$ cat src/rtl/guitar_pkg.sv
// Shared note encodings, frequencies and period helpers used by the tone
// generator and the tone decoder so both sides agree on every period.
package guitar_pkg;

  localparam int unsigned CLK_HZ    = 25_000_000;
  localparam int unsigned NUM_NOTES = 7;

  typedef enum logic [2:0] {
    NOTE_A = 3'd0,
    NOTE_B = 3'd1,
    NOTE_C = 3'd2,
    NOTE_D = 3'd3,
    NOTE_E = 3'd4,
    NOTE_F = 3'd5,
    NOTE_G = 3'd6
  } note_e;

  typedef enum logic {
    DEC_SILENT,
    DEC_MEASURE
  } dec_state_e;

  localparam int unsigned FREQ_A = 220;
  localparam int unsigned FREQ_B = 247;
  localparam int unsigned FREQ_C = 261;
  localparam int unsigned FREQ_D = 294;
  localparam int unsigned FREQ_E = 330;
  localparam int unsigned FREQ_F = 349;
  localparam int unsigned FREQ_G = 392;

  function automatic int unsigned note_freq(input int unsigned idx);
    case (idx)
      0:       return FREQ_A;
      1:       return FREQ_B;
      2:       return FREQ_C;
      3:       return FREQ_D;
      4:       return FREQ_E;
      5:       return FREQ_F;
      6:       return FREQ_G;
      default: return FREQ_A;
    endcase
  endfunction

  // Matches the generator's toggle scheme: even period, half rounded up by one.
  function automatic int unsigned nominal_period(input int unsigned clk_hz,
                                                 input int unsigned freq);
    return 2 * ((clk_hz / freq) / 2 + 1);
  endfunction

endpackage

$ cat src/rtl/edge_sync.sv
// Two-flop synchronizer for an asynchronous line followed by a one-cycle
// rising-edge detector.
module edge_sync (
  input  logic clk,
  input  logic rst_n,
  input  logic d_i,
  output logic rise_o
);

  logic meta_q;
  logic sync_q;
  logic prev_q;

  always_ff @(posedge clk) begin
    if (!rst_n) begin
      meta_q <= 1'b0;
      sync_q <= 1'b0;
      prev_q <= 1'b0;
    end else begin
      meta_q <= d_i;
      sync_q <= meta_q;
      prev_q <= sync_q;
    end
  end

  assign rise_o = sync_q & ~prev_q;

endmodule

$ cat src/rtl/tone_decoder.sv
// Decodes which note (A..G) a square-wave line carries by timing rising edges
// and locking after LOCK_COUNT consecutive periods matching one nominal period.
module tone_decoder #(
  parameter int unsigned CLK_HZ     = guitar_pkg::CLK_HZ,
  parameter int unsigned CNT_W      = 20,
  parameter int unsigned TOL        = 1024,
  parameter int unsigned LOCK_COUNT = 3,
  parameter int unsigned TIMEOUT    = 262144
) (
  input  logic       clk,
  input  logic       rst_n,
  input  logic       sound_in,
  output logic [2:0] note,
  output logic       note_valid,
  output logic       note_changed
);

  import guitar_pkg::*;

  localparam int unsigned MW = $clog2(LOCK_COUNT + 1);

  dec_state_e       state_q, state_d;
  logic [CNT_W-1:0] cnt_q, cnt_d;
  logic [MW-1:0]    match_q, match_d;
  logic [2:0]       last_cand_q, last_cand_d;
  logic             last_ok_q, last_ok_d;
  logic [2:0]       note_q, note_d;
  logic             valid_q, valid_d;
  logic             changed_q, changed_d;

  logic             rise;
  logic [2:0]       cand;
  logic             cand_valid;
  logic [CNT_W-1:0] nom;
  logic [CNT_W-1:0] diff;

  edge_sync u_edge_sync (
    .clk   (clk),
    .rst_n (rst_n),
    .d_i   (sound_in),
    .rise_o(rise)
  );

  // Windows are disjoint for a legal TOL, so first-hit priority only matters
  // for misconfigured parameters.
  always_comb begin
    cand       = NOTE_A;
    cand_valid = 1'b0;
    nom        = '0;
    diff       = '0;
    for (int unsigned i = 0; i < NUM_NOTES; i++) begin
      nom  = CNT_W'(nominal_period(CLK_HZ, note_freq(i)));
      diff = (cnt_q >= nom) ? (cnt_q - nom) : (nom - cnt_q);
      if (!cand_valid && (diff <= CNT_W'(TOL))) begin
        cand_valid = 1'b1;
        cand       = 3'(i);
      end
    end
  end

  always_comb begin
    state_d     = state_q;
    cnt_d       = cnt_q;
    match_d     = match_q;
    last_cand_d = last_cand_q;
    last_ok_d   = last_ok_q;
    note_d      = note_q;
    valid_d     = valid_q;
    changed_d   = 1'b0;
    case (state_q)
      DEC_SILENT: begin
        cnt_d = '0;
        if (rise) begin
          cnt_d   = CNT_W'(1);
          state_d = DEC_MEASURE;
        end
      end
      DEC_MEASURE: begin
        // Timeout takes precedence over a coincident rise, which is dropped.
        if (cnt_q == CNT_W'(TIMEOUT)) begin
          state_d   = DEC_SILENT;
          cnt_d     = '0;
          valid_d   = 1'b0;
          match_d   = '0;
          last_ok_d = 1'b0;
        end else if (rise) begin
          cnt_d = CNT_W'(1);
          if (!cand_valid) begin
            match_d = '0;
          end else if (last_ok_q && (cand == last_cand_q)) begin
            match_d = (match_q == MW'(LOCK_COUNT)) ? match_q : match_q + MW'(1);
          end else begin
            match_d = MW'(1);
          end
          last_cand_d = cand;
          last_ok_d   = cand_valid;
          if (cand_valid && (match_d == MW'(LOCK_COUNT)) &&
              (!valid_q || (note_q != cand))) begin
            note_d    = cand;
            valid_d   = 1'b1;
            changed_d = 1'b1;
          end
        end else begin
          cnt_d = cnt_q + CNT_W'(1);
        end
      end
      default: state_d = DEC_SILENT;
    endcase
  end

  always_ff @(posedge clk) begin
    if (!rst_n) begin
      state_q     <= DEC_SILENT;
      cnt_q       <= '0;
      match_q     <= '0;
      last_cand_q <= '0;
      last_ok_q   <= 1'b0;
      note_q      <= '0;
      valid_q     <= 1'b0;
      changed_q   <= 1'b0;
    end else begin
      state_q     <= state_d;
      cnt_q       <= cnt_d;
      match_q     <= match_d;
      last_cand_q <= last_cand_d;
      last_ok_q   <= last_ok_d;
      note_q      <= note_d;
      valid_q     <= valid_d;
      changed_q   <= changed_d;
    end
  end

  assign note         = note_q;
  assign note_valid   = valid_q;
  assign note_changed = changed_q;

endmodule

$ cat config.mk
export PLATFORM = sky130hd
export DESIGN_NAME = tone_decoder
export DESIGN_NICKNAME = d
export VERILOG_FILES = /design/src/rtl/guitar_pkg.sv /design/src/rtl/edge_sync.sv /design/src/rtl/tone_decoder.sv
export SDC_FILE = /design/constraint.sdc
export NUM_CORES = 1
export LEC_CHECK = 0
export CAP_MARGIN = 20
export CORE_MARGIN = 1
export CORE_UTILIZATION = 45
export DETAILED_ROUTE_END_ITERATION = 10
export PLACE_DENSITY_LB_ADDON = 0.15
export SYNTH_ARGS = -nofsm -noshare
export SYNTH_HDL_FRONTEND = slang
export SYNTH_SLANG_ARGS = --single-unit
$ cat constraint.sdc
create_clock -name clk -period 4.6 [get_ports clk]
set_clock_uncertainty 0.1 [all_clocks]
set_input_delay 1.15 -clock clk [delete_from_list [all_inputs] [get_ports clk]]
set_output_delay 1.15 -clock clk [all_outputs]
set_load 0.03 [all_outputs]
==> impl_metrics.toml <==
[status]
run_status = "complete, no violations"

[finish]
drive_above_1_share_pct = 17.9
finalInstanceArea_um2 = 8780
fin_util_pct = 52.9
syn2layout_area_growth_pct = 14.7
ff_latch_area_um2 = 706
diodes = 0
fill_cells = 1679
layout.nets = 1169
multi_input_area_um2 = 6520

[worst_hold_path]
hold_depth = 1
hold_path_startpoint = "u_edge_sync.sync_q$_SDFF_PN0_"
hold_path_end = "u_edge_sync.prev_q$_SDFF_PN0_"
hold_path_class = "reg -> reg"

[sta]
worstMarginPinSlew_ns = 1.00
fin_tns_setup_ns = 0
max-slew-margin-rel_pct = 32.5
layout_setup_ws_ns = 0.0996
finalCritPeriodShare_pct = 97.8
finalSetupViolations = 0
hold_violations = 0
max_freq_ghz = 0.222
rsz0062_at_grt = "no"
slew_violations = 0
min_period_ns = 4.50

[die]
coreArea_um2 = 16600
die_area_um2 = 17500
initial_core_util_pct = 46.2
fp.dieW_um = 132
die_h_um = 132
io_pins = 8
num_rows = 47

[yosys]
ys.flop_type = "dfxtp_1"
synth_warnings = 0
synth_edf_count = 0
syn_inst = 1104
ys_types = 110
synth_area_um2 = 7650
ys_seq_area_share_pct = 9.15
synthArstFlopShare_pct = 0
avgSynthCellArea_um2 = 6.93
syn-num-nets = 1129
synth_seq_cells = 35

[grt]
grt-ovfl-total = 0
grt_pass1_wl_mm = 53.4
antenna_found_initial = 0
grt_max_degree = 48
grt_use_total_pct = 39.5
grt_pass1_vias = 8768

[clock_tree]
htreeDepth = 2
clockRootBuffer = "clkbuf_16"
clock_sinks = 35
cts_tree = "built"
clkTransAtPathRegs_ns = 0.07
clk_path_buf_depth = 2
cts-buffers-inserted = 5
worstSkewPairLatency_ns = 0.30

[detailed_routing]
drtIter0Drc = 1304
final_antenna_net_count = 0
drt_pass1_iterations = 8
drt-total-wl_mm = 34.5
wl_per_cell_um = 25.3
route.vias.total = 9334
route.detailed.drc = 0
routed_via_density = 6.84

[worst_setup_path]
crit_slowest_cell = "a2111o_1"
r2r_slack_ns = 0.1
reg2reg_to = "note[0]$_SDFFE_PN0P_"
critPathKind = "reg -> reg"
crit_chain = "buf_4 > nor2_1 > a2111oi_4 > o31a_1 > nor2_4 > mux2_1 > or3_1 > a2111o_1 > a2111oi_2 > nor3_1 > o22ai_2 > nand4_4 > mux2i_1"
worstPathRequired_ns = 4.67
reg2reg_from = "cnt_q[4]$_SDFF_PP0_"
cp_max_fo = 10
max_stage_delay_ns = 0.49
worstPathArrival_ns = 4.57
cp-start-kind = "flop"
endpoint_kind = "flop"
r2r_cells = 13

[power]
cellPowerDensity_nw_per_um2 = 80.5
p_leak_nw = 3.14
power_mw = 0.707
vdd_drop_max_v = 0.000176

[place]
placed_area_um2 = 8530
dp_hpwl_mm = 26.3
portBuffers = 7
finalWeightedCongestion = 0.990
pre_cts_ws_ns = -0.326

[job]
cap_violations = 0
cells in the final DEF, fill, tap and decap left out, types with 15 or more instances in the layout:
master	n
mux2i_1	26
nand3_1	39
inv_1	18
dfxtp_1	31
xor2_1	15
nand4_1	16
nor2b_1	20
nor2_1	96
a21oi_1	71
o21ai_0	71
a31oi_1	32
nor3_1	32
ha_1	21
nor4_1	17
xnor2_1	75
buf_4	120
nand2_1	104
through the flow:
| step | instances | hold slack, ns |
|---|---|---|
| 2_1_floorplan | 1104 | 0.312 |
| 3_3_place_gp | 1355 | 0.332 |
| 3_5_place_dp | 1355 | 0.332 |
| 4_1_cts | 1363 | 0.361 |
| 5_1_grt | 1365 | 0.370 |
| 6_report | 1365 | 0.352 |
timing repair:
item | in CTS | in global routing
setup buffers | 0 | 2
gates cloned | 0 | 0
setup endpoints to repair | 8 | 8
hold endpoints to repair | 0 | 0
pin swaps | 0 | 1
resized for setup | 5 | 16
hold buffers | 0 | 0
synthesized netlist by cell type, types with 15 or more instances:
library cell | number | area share [%]
inv_1 | 18 | 0.88
ha_1 | 22 | 3.6
a21oi_1 | 71 | 4.6
nor2b_1 | 21 | 1.7
clkbuf_1 | 51 | 2.5
nand2_1 | 104 | 5.1
xnor2_1 | 75 | 8.6
nor3_1 | 33 | 2.2
dfxtp_1 | 35 | 9.2
mux2i_1 | 26 | 3.4
nand3_1 | 39 | 2.6
a31oi_1 | 32 | 2.6
nor2_1 | 96 | 4.7
nand4_1 | 16 | 1.3
buf_1 | 15 | 0.74
o21ai_0 | 74 | 4.8
xor2_1 | 15 | 1.7
buf_2 | 24 | 1.6
nor4_1 | 19 | 1.6
worst max path at each step:
| stage | startpoint | endpoint | slack (ns) | cells past startpoint |
|---|---|---|---|---|
| finish | cnt_q[4]$_SDFF_PP0_ | note[0]$_SDFFE_PN0P_ | 0.1 | 13 |
| global route | cnt_q[2]$_SDFF_PP0_ | note[1]$_SDFFE_PN0P_ | 0.01 | 13 |
| CTS | cnt_q[2]$_SDFF_PP0_ | note_valid$_SDFFE_PN0P_ | 0.01 | 14 |
| detailed placement | cnt_q[1]$_SDFF_PP0_ | note[0]$_SDFFE_PN0P_ | -0.33 | 13 |
| global placement | cnt_q[1]$_SDFF_PP0_ | note[0]$_SDFFE_PN0P_ | -0.25 | 13 |
| floorplan | cnt_q[2]$_SDFF_PP0_ | note_valid$_SDFFE_PN0P_ | 0.17 | 15 |
flip-flops by register name (all words and copies together) (netlist names), 2 cells and up:
register,cells
cnt_q,20
last_cand_q,3
match_q,2
note,3
cell type report:
type	instances	area share [%]
Clock inverter	3	0.228
Inverter	21	0.941
Clock buffer	5	1.43
Multi-Input combinational cell	950	74.3
Tap cell	220	3.14
Timing Repair Buffer	131	12.0
Sequential cell	35	8.04
logic make-up (layout without fill, tap and decap cells):
family / count (synthesis) / after routing / share of synthesized area, %
xor+xnor: 91 / 91 / 10.5
mux: 34 / 34 / 4.72
flops: 35 / 35 / 9.15
simple gates: 440 / 440 / 31.3
buf+inv: 119 / 160 / 6.77
compound gates: 363 / 363 / 34.0
fa+ha+maj: 22 / 22 / 3.60
critical path: cells and delay by family (launching register included):
kind	cells	cell delay, ns
AO/OA/AOI/OAI	5	1.72
flip-flops	1	0.48
multiplexers	2	0.52
buffers and inverters	1	0.25
AND/OR/NAND/NOR	5	1.29
routing by layer:
metal / global-route usage, % / routed length (um)
met1: 53.0 / 14600
met2: 62.3 / 15300
met3: 5.52 / 3010
met4: 18.8 / 1570
met5: 0 / 0
power breakdown:
group          switching (mW)  internal [mW]
clock network           0.165          0.200
registers             0.00216          0.305
logic                  0.0210         0.0130
total                   0.188          0.519
Power figures use the tool's default switching activity.
